===== config.mk =====
export PLATFORM = sky130hd
export DESIGN_NAME = npu_layer_seq
export DESIGN_NICKNAME = d
export VERILOG_FILES = /design/src/rtl/npu_pkg.sv /design/src/rtl/npu_seq_watchdog.sv /design/src/rtl/npu_layer_seq.sv
export SDC_FILE = /design/constraint.sdc
export NUM_CORES = 1
export LEC_CHECK = 0
export CORE_MARGIN = 4
export CORE_UTILIZATION = 50
export CTS_CLUSTER_DIAMETER = 120
export DETAILED_ROUTE_END_ITERATION = 8
export HOLD_SLACK_MARGIN = 0.05
export MAX_ROUTING_LAYER = met4
export PLACE_DENSITY = 0.85
export SYNTH_ARGS = -nofsm -noshare
export SYNTH_HDL_FRONTEND = slang
export SYNTH_SLANG_ARGS = --single-unit

===== constraint.sdc =====
create_clock -name clk -period 5.45 [get_ports clk]
set_input_delay 1.635 -clock clk [delete_from_list [all_inputs] [get_ports clk]]
set_output_delay 1.635 -clock clk [all_outputs]
set_load 0.01 [all_outputs]

===== src/rtl/npu_pkg.sv =====
// Shared types for the NPU layer sequencer.
//   seq_state_e : sequencer state encoding
//   LOGIT_W     : width of the signed FC2 logit
package npu_pkg;

  localparam int unsigned LOGIT_W = 24;

  typedef enum logic [2:0] {
    S_IDLE,
    S_L1_GO,
    S_L1_WAIT,
    S_L2_GO,
    S_L2_WAIT,
    S_FC_GO,
    S_FC_RUN,
    S_DONE
  } seq_state_e;

endpackage


===== src/rtl/npu_seq_watchdog.sv =====
// Idle-wait watchdog for the layer sequencer.
//   clk, rst : clock, async active-high reset
//   clr      : zero the counter (takes priority over en)
//   en       : count this cycle
//   sat_c    : counter has reached its all-ones limit (combinational)
module npu_seq_watchdog #(
  parameter int unsigned TMO_W = 16
) (
  input  logic clk,
  input  logic rst,
  input  logic clr,
  input  logic en,
  output logic sat_c
);

  localparam logic [TMO_W-1:0] CNT_MAX = '1;

  logic [TMO_W-1:0] cnt;

  // Saturating counter; holds at the limit until cleared.
  always_ff @(posedge clk or posedge rst) begin
    if (rst) begin
      cnt <= '0;
    end else if (clr) begin
      cnt <= '0;
    end else if (en && (cnt != CNT_MAX)) begin
      cnt <= cnt + TMO_W'(1);
    end
  end

  assign sat_c = (cnt == CNT_MAX);

endmodule


===== src/rtl/npu_layer_seq.sv =====
// Sequences one NPU inference: per channel a conv layer-1 pass then a
// layer-2 pass (accumulating into the partial-sum buffer), then the FCN
// with its fc1 weight-group stream paced against host writes; captures
// the final logit.
//   host_start/host_abort/host_wgrp : host command pulses
//   conv_trigger/conv_layer/conv_save_done/psum_clear/chan_idx : conv side
//   fcn_start/fcn_fc1_valid/fcn_fc1_next/fcn_done/fcn_logit   : FCN side
//   wgrp_req/busy/done/err/result : status back to the host decode
module npu_layer_seq
  import npu_pkg::*;
#(
  parameter int unsigned CHAN       = 10,
  parameter int unsigned FC1_GROUPS = 33,
  parameter int unsigned TMO_W      = 16,
  localparam int unsigned CHAN_W    = (CHAN > 1) ? $clog2(CHAN) : 1
) (
  input  logic                      clk,
  input  logic                      rst,
  input  logic                      host_start,
  input  logic                      host_abort,
  input  logic                      host_wgrp,
  output logic                      conv_trigger,
  output logic                      conv_layer,
  input  logic                      conv_save_done,
  output logic                      psum_clear,
  output logic [CHAN_W-1:0]         chan_idx,
  output logic                      fcn_start,
  input  logic                      fcn_fc1_valid,
  output logic                      fcn_fc1_next,
  input  logic                      fcn_done,
  input  logic signed [LOGIT_W-1:0] fcn_logit,
  output logic                      wgrp_req,
  output logic                      busy,
  output logic                      done,
  output logic                      err,
  output logic signed [LOGIT_W-1:0] result
);

  localparam int unsigned GRP_W = $clog2(FC1_GROUPS + 1);
  localparam logic [GRP_W-1:0]  GRP_MAX  = GRP_W'(FC1_GROUPS);
  localparam logic [CHAN_W-1:0] CHAN_LAST = CHAN_W'(CHAN - 1);

  seq_state_e       state;
  logic [GRP_W-1:0] grp_cnt;

  logic wd_counting_c;
  logic wd_progress_c;
  logic wd_clr_c;
  logic wd_en_c;
  logic wd_sat_c;
  logic wgrp_take_c;

  assign wgrp_take_c = host_wgrp && wgrp_req;

  // Watchdog runs only in the wait states; GO/IDLE/DONE clear it, so every
  // state change restarts the count. In FC_RUN a pending host group is not
  // an idle wait on the datapath, so counting pauses while wgrp_req=1.
  always_comb begin
    wd_counting_c = (state == S_L1_WAIT) || (state == S_L2_WAIT) || (state == S_FC_RUN);
    wd_progress_c = 1'b0;
    if ((state == S_L1_WAIT) || (state == S_L2_WAIT)) begin
      wd_progress_c = conv_save_done;
    end else if (state == S_FC_RUN) begin
      wd_progress_c = wgrp_take_c || fcn_fc1_valid || fcn_done;
    end
    wd_clr_c = !wd_counting_c || wd_progress_c || host_abort;
    wd_en_c  = wd_counting_c && !((state == S_FC_RUN) && wgrp_req);
  end

  npu_seq_watchdog #(
    .TMO_W (TMO_W)
  ) u_watchdog (
    .clk   (clk),
    .rst   (rst),
    .clr   (wd_clr_c),
    .en    (wd_en_c),
    .sat_c (wd_sat_c)
  );

  // Sequencer FSM with registered outputs; pulses default low each cycle.
  always_ff @(posedge clk or posedge rst) begin
    if (rst) begin
      state        <= S_IDLE;
      grp_cnt      <= '0;
      conv_trigger <= 1'b0;
      conv_layer   <= 1'b0;
      psum_clear   <= 1'b0;
      chan_idx     <= '0;
      fcn_start    <= 1'b0;
      fcn_fc1_next <= 1'b0;
      wgrp_req     <= 1'b0;
      busy         <= 1'b0;
      done         <= 1'b0;
      err          <= 1'b0;
      result       <= '0;
    end else begin
      conv_trigger <= 1'b0;
      psum_clear   <= 1'b0;
      fcn_start    <= 1'b0;
      fcn_fc1_next <= 1'b0;
      done         <= 1'b0;

      if (host_abort) begin
        state    <= S_IDLE;
        wgrp_req <= 1'b0;
        busy     <= 1'b0;
      end else begin
        case (state)
          S_IDLE: begin
            if (host_start) begin
              psum_clear <= 1'b1;
              chan_idx   <= '0;
              err        <= 1'b0;
              busy       <= 1'b1;
              state      <= S_L1_GO;
            end
          end

          S_L1_GO: begin
            conv_layer   <= 1'b0;
            conv_trigger <= 1'b1;
            state        <= S_L1_WAIT;
          end

          S_L1_WAIT: begin
            if (conv_save_done) begin
              state <= S_L2_GO;
            end else if (wd_sat_c) begin
              err   <= 1'b1;
              busy  <= 1'b0;
              state <= S_IDLE;
            end
          end

          S_L2_GO: begin
            conv_layer   <= 1'b1;
            conv_trigger <= 1'b1;
            state        <= S_L2_WAIT;
          end

          S_L2_WAIT: begin
            if (conv_save_done) begin
              if (chan_idx == CHAN_LAST) begin
                state <= S_FC_GO;
              end else begin
                chan_idx <= chan_idx + CHAN_W'(1);
                state    <= S_L1_GO;
              end
            end else if (wd_sat_c) begin
              err   <= 1'b1;
              busy  <= 1'b0;
              state <= S_IDLE;
            end
          end

          S_FC_GO: begin
            fcn_start <= 1'b1;
            grp_cnt   <= '0;
            wgrp_req  <= 1'b1;
            state     <= S_FC_RUN;
          end

          S_FC_RUN: begin
            if (wgrp_take_c && (grp_cnt == GRP_MAX)) begin
              // Host pushed one group more than the FCN can consume.
              err      <= 1'b1;
              wgrp_req <= 1'b0;
              busy     <= 1'b0;
              state    <= S_IDLE;
            end else if (fcn_done) begin
              result   <= fcn_logit;
              done     <= 1'b1;
              wgrp_req <= 1'b0;
              state    <= S_DONE;
            end else if (wd_sat_c) begin
              err      <= 1'b1;
              wgrp_req <= 1'b0;
              busy     <= 1'b0;
              state    <= S_IDLE;
            end else begin
              if (wgrp_take_c) begin
                fcn_fc1_next <= 1'b1;
                grp_cnt      <= grp_cnt + GRP_W'(1);
                wgrp_req     <= 1'b0;
              end
              // A new request from the FCN overrides the clear above.
              if (fcn_fc1_valid) begin
                wgrp_req <= 1'b1;
              end
            end
          end

          S_DONE: begin
            busy  <= 1'b0;
            state <= S_IDLE;
          end

          default: begin
            busy  <= 1'b0;
            state <= S_IDLE;
          end
        endcase
      end
    end
  end

endmodule


==> results_dict.tcl <==
set metrics [dict create \
    power_density_nw_per_um2 265.7 \
    routed_wl_um 7173 \
    dieArea_um2 7500 \
    syn_nets 337 \
    clkTransAtPathRegs_ps 70 \
    cts_made_buffers 9 \
    grt_pass1_vias 2415 \
    hold_ws_ps 491.4 \
    antenna_left 0 \
    rsz0062_at_grt "no" \
    layout_commonest_cell "clkdlybuf4s50_1" \
    core-area_um2 5956 \
    area_growth_pct 30.74 \
    ctsLongestPathBuffers 2 \
    cts_hold_buf 0 \
    antenna_found_initial 0 \
    initialDrtViolationCount 205 \
    cts_sinks 62 \
    drv_slew 0 \
    final_area_um2 4039 \
    cts_resized 0 \
    drive_above_1_share_pct 12.10 \
    insertion_delay_ps 340 \
    clock_skew_ps 7.482 \
    diodes 0 \
    worst_pin_slew_ps 950.6 \
    ys_ff_latch 62 \
    start_util_pct 51.87 \
    tns_ps 0 \
    grt-ovfl-total 0 \
    grt_max_degree 63 \
    synth_cell_types 51 \
    grt_pass1_wl_um 11830 \
    fin_cells 447 \
    critPathKind "in2reg" \
    final_nets 404 \
    slew-limit-headroom_pct 36.10 \
    remaining_drc_errors 0 \
    synth.yosys.seq_area_share_pct 50.22 \
    dr.pass1.iters 4 \
    grt_usage_pct 20.60 \
    die_h_um 86.60 \
    met2_usage_pct 31.57 \
    status "complete, no violations" \
    placed_cell_area_um2 3825 \
    post_drt_wl_per_cell_um 16.05 \
    post-place-ws_ps 1782 \
    gp_congestion 0.8333 \
    ys.flop_type "dfrtp_1" \
    setup_viol 0 \
    port_buffers 68 \
    synth_area_um2 3089 \
    synthArstFlopShare_pct 100.0 \
    maxCapViolCount 0 \
    die_w_um 86.60 \
    timing.final.crit_period_ps 3364 \
    busiest_layer "met2" \
    cts_root_buffer "clkbuf_8" \
    use_met1_pct 26.19 \
    dp_hpwl_um 5084 \
    cellLeakagePower_nw 1.683 \
    crit_arrival_ps 3580 \
    endpoint_kind "flop" \
    vias 2571 \
    clock.fmax_mhz 297.3 \
    rows 28 \
    avgSynthCellArea_um2 10.30 \
    hold_viol 0 \
    vdd.ir_drop.worst_uv 226.5 \
    boundaryPins 69 \
    cts_setup_buffers 0 \
    setup_slack_ps 2086 \
    grt.met3_usage_pct 5.703 \
    ctsHtreeMaxLevel 3 \
    synth_edf_count 0 \
    synth_cells 300 \
    dp_cells 431 \
    critPathRequiredTime_ps 5670 \
    min_period_over_period_pct 61.72 \
    cts_tree "built" \
    vias_per_cell 5.752 \
    hold_class "reg2reg" \
    yosys_warnings 0 \
    path_max_fanout 25 \
    start_kind "input pin" \
    layout_common_cells "clkdlybuf4s50_1, dfrtp_1, nor2_1, nand2_1, mux2_2" \
]
## layer usage
metal  routed length [um]  vias to the layer above  share of wire (%)
li1                     -                     1226                  -
met1                 3168                     1213                 44
met2                 3308                      117                 46
met3                  557                       15                7.8
met4                  139                        0                1.9
met5                    0                        -                  0
## critical path, stage by stage
cell	delay [ps]
clkdlybuf4s50_1	540
and4b_1	260
and2_1	230
nor2b_2	200
buf_4	320
mux2_2	390
## registers in the layout (all words and copies together) (netlist names), 3 cells and up
register and count:
result 24, chan_idx 4, u_watchdog.cnt 16, grp_cnt 6
state 3
## worst paths after layout
| path | cells after the start | slack, ps | end | start |
|---|---|---|---|---|
| max in group asynchronous | 3 | 3130 | result[3] | rst |
| min | 1 | 490 | result[20] | result[20] |
| min reg2reg | 1 | 490 | result[20] | result[20] |
| min in group asynchronous | 3 | 1840 | done | rst |
| max | 6 | 2090 | result[14] | fcn_done |
| max reg2reg | 5 | 2730 | u_watchdog.cnt[15] | state[1] |
## report_power, final
part | leakage, nW | switching, mW | internal [mW]
logic | 0.729 | 0.0593 | 0.0736
clock network | 0.106 | 0.180 | 0.257
registers | 0.847 | 0.0250 | 0.479
## logic make-up after synthesis
family | synth area share, %
xor gates and xnor gates | 3.119
AOI/OAI and AO/OA | 10.77
buffers and inverters | 3.281
adders and majority gates | 2.025
DFF | 50.22
and+or+nand+nor | 20.82
muxes | 9.761
## Yosys cell counts (4+ instances only)
cell type  instances  area (um^2)
o21ai_0           13        65.06
nor3_1             9        45.04
nor2b_1            5        31.28
inv_1             10        37.54
or4_1              4        30.03
ha_1               5        62.56
mux2_2            19        214.0
o22ai_1            4        25.02
clkbuf_1           8        30.03
nor4_1             7        43.79
or3_1              4        25.02
nand3_1           10        50.05
dfrtp_1           62         1551
nand2_1           24        90.09
nor2_1            26        97.59
xnor2_1            9        78.83
mux2_1             6        67.56
nand2b_1           6        37.54
buf_2              6        30.03
a21oi_1           14        70.07
nand4_1            6        37.54
## per-stage QoR
stage | power (mW) | utilization, %
detailed placement | 0.6448 | 64.22
global route | 1.119 | 67.82
CTS | 1.084 | 67.82
finish | 1.073 | 67.82
floorplan | 0.5747 | -
global placement | 0.6382 | 64.22
## final cells by class
cell class | instances | area, um^2
fill | 431 | 1917
sequential | 62 | 1551
multi-input combinational | 213 | 1439
timing repair buffer | 71 | 703.2
clock buffer | 10 | 127.6
tap | 75 | 93.84
clock inverter | 6 | 86.33
inverter | 10 | 37.54
Note: power is estimated with default switching activity, not from simulation.
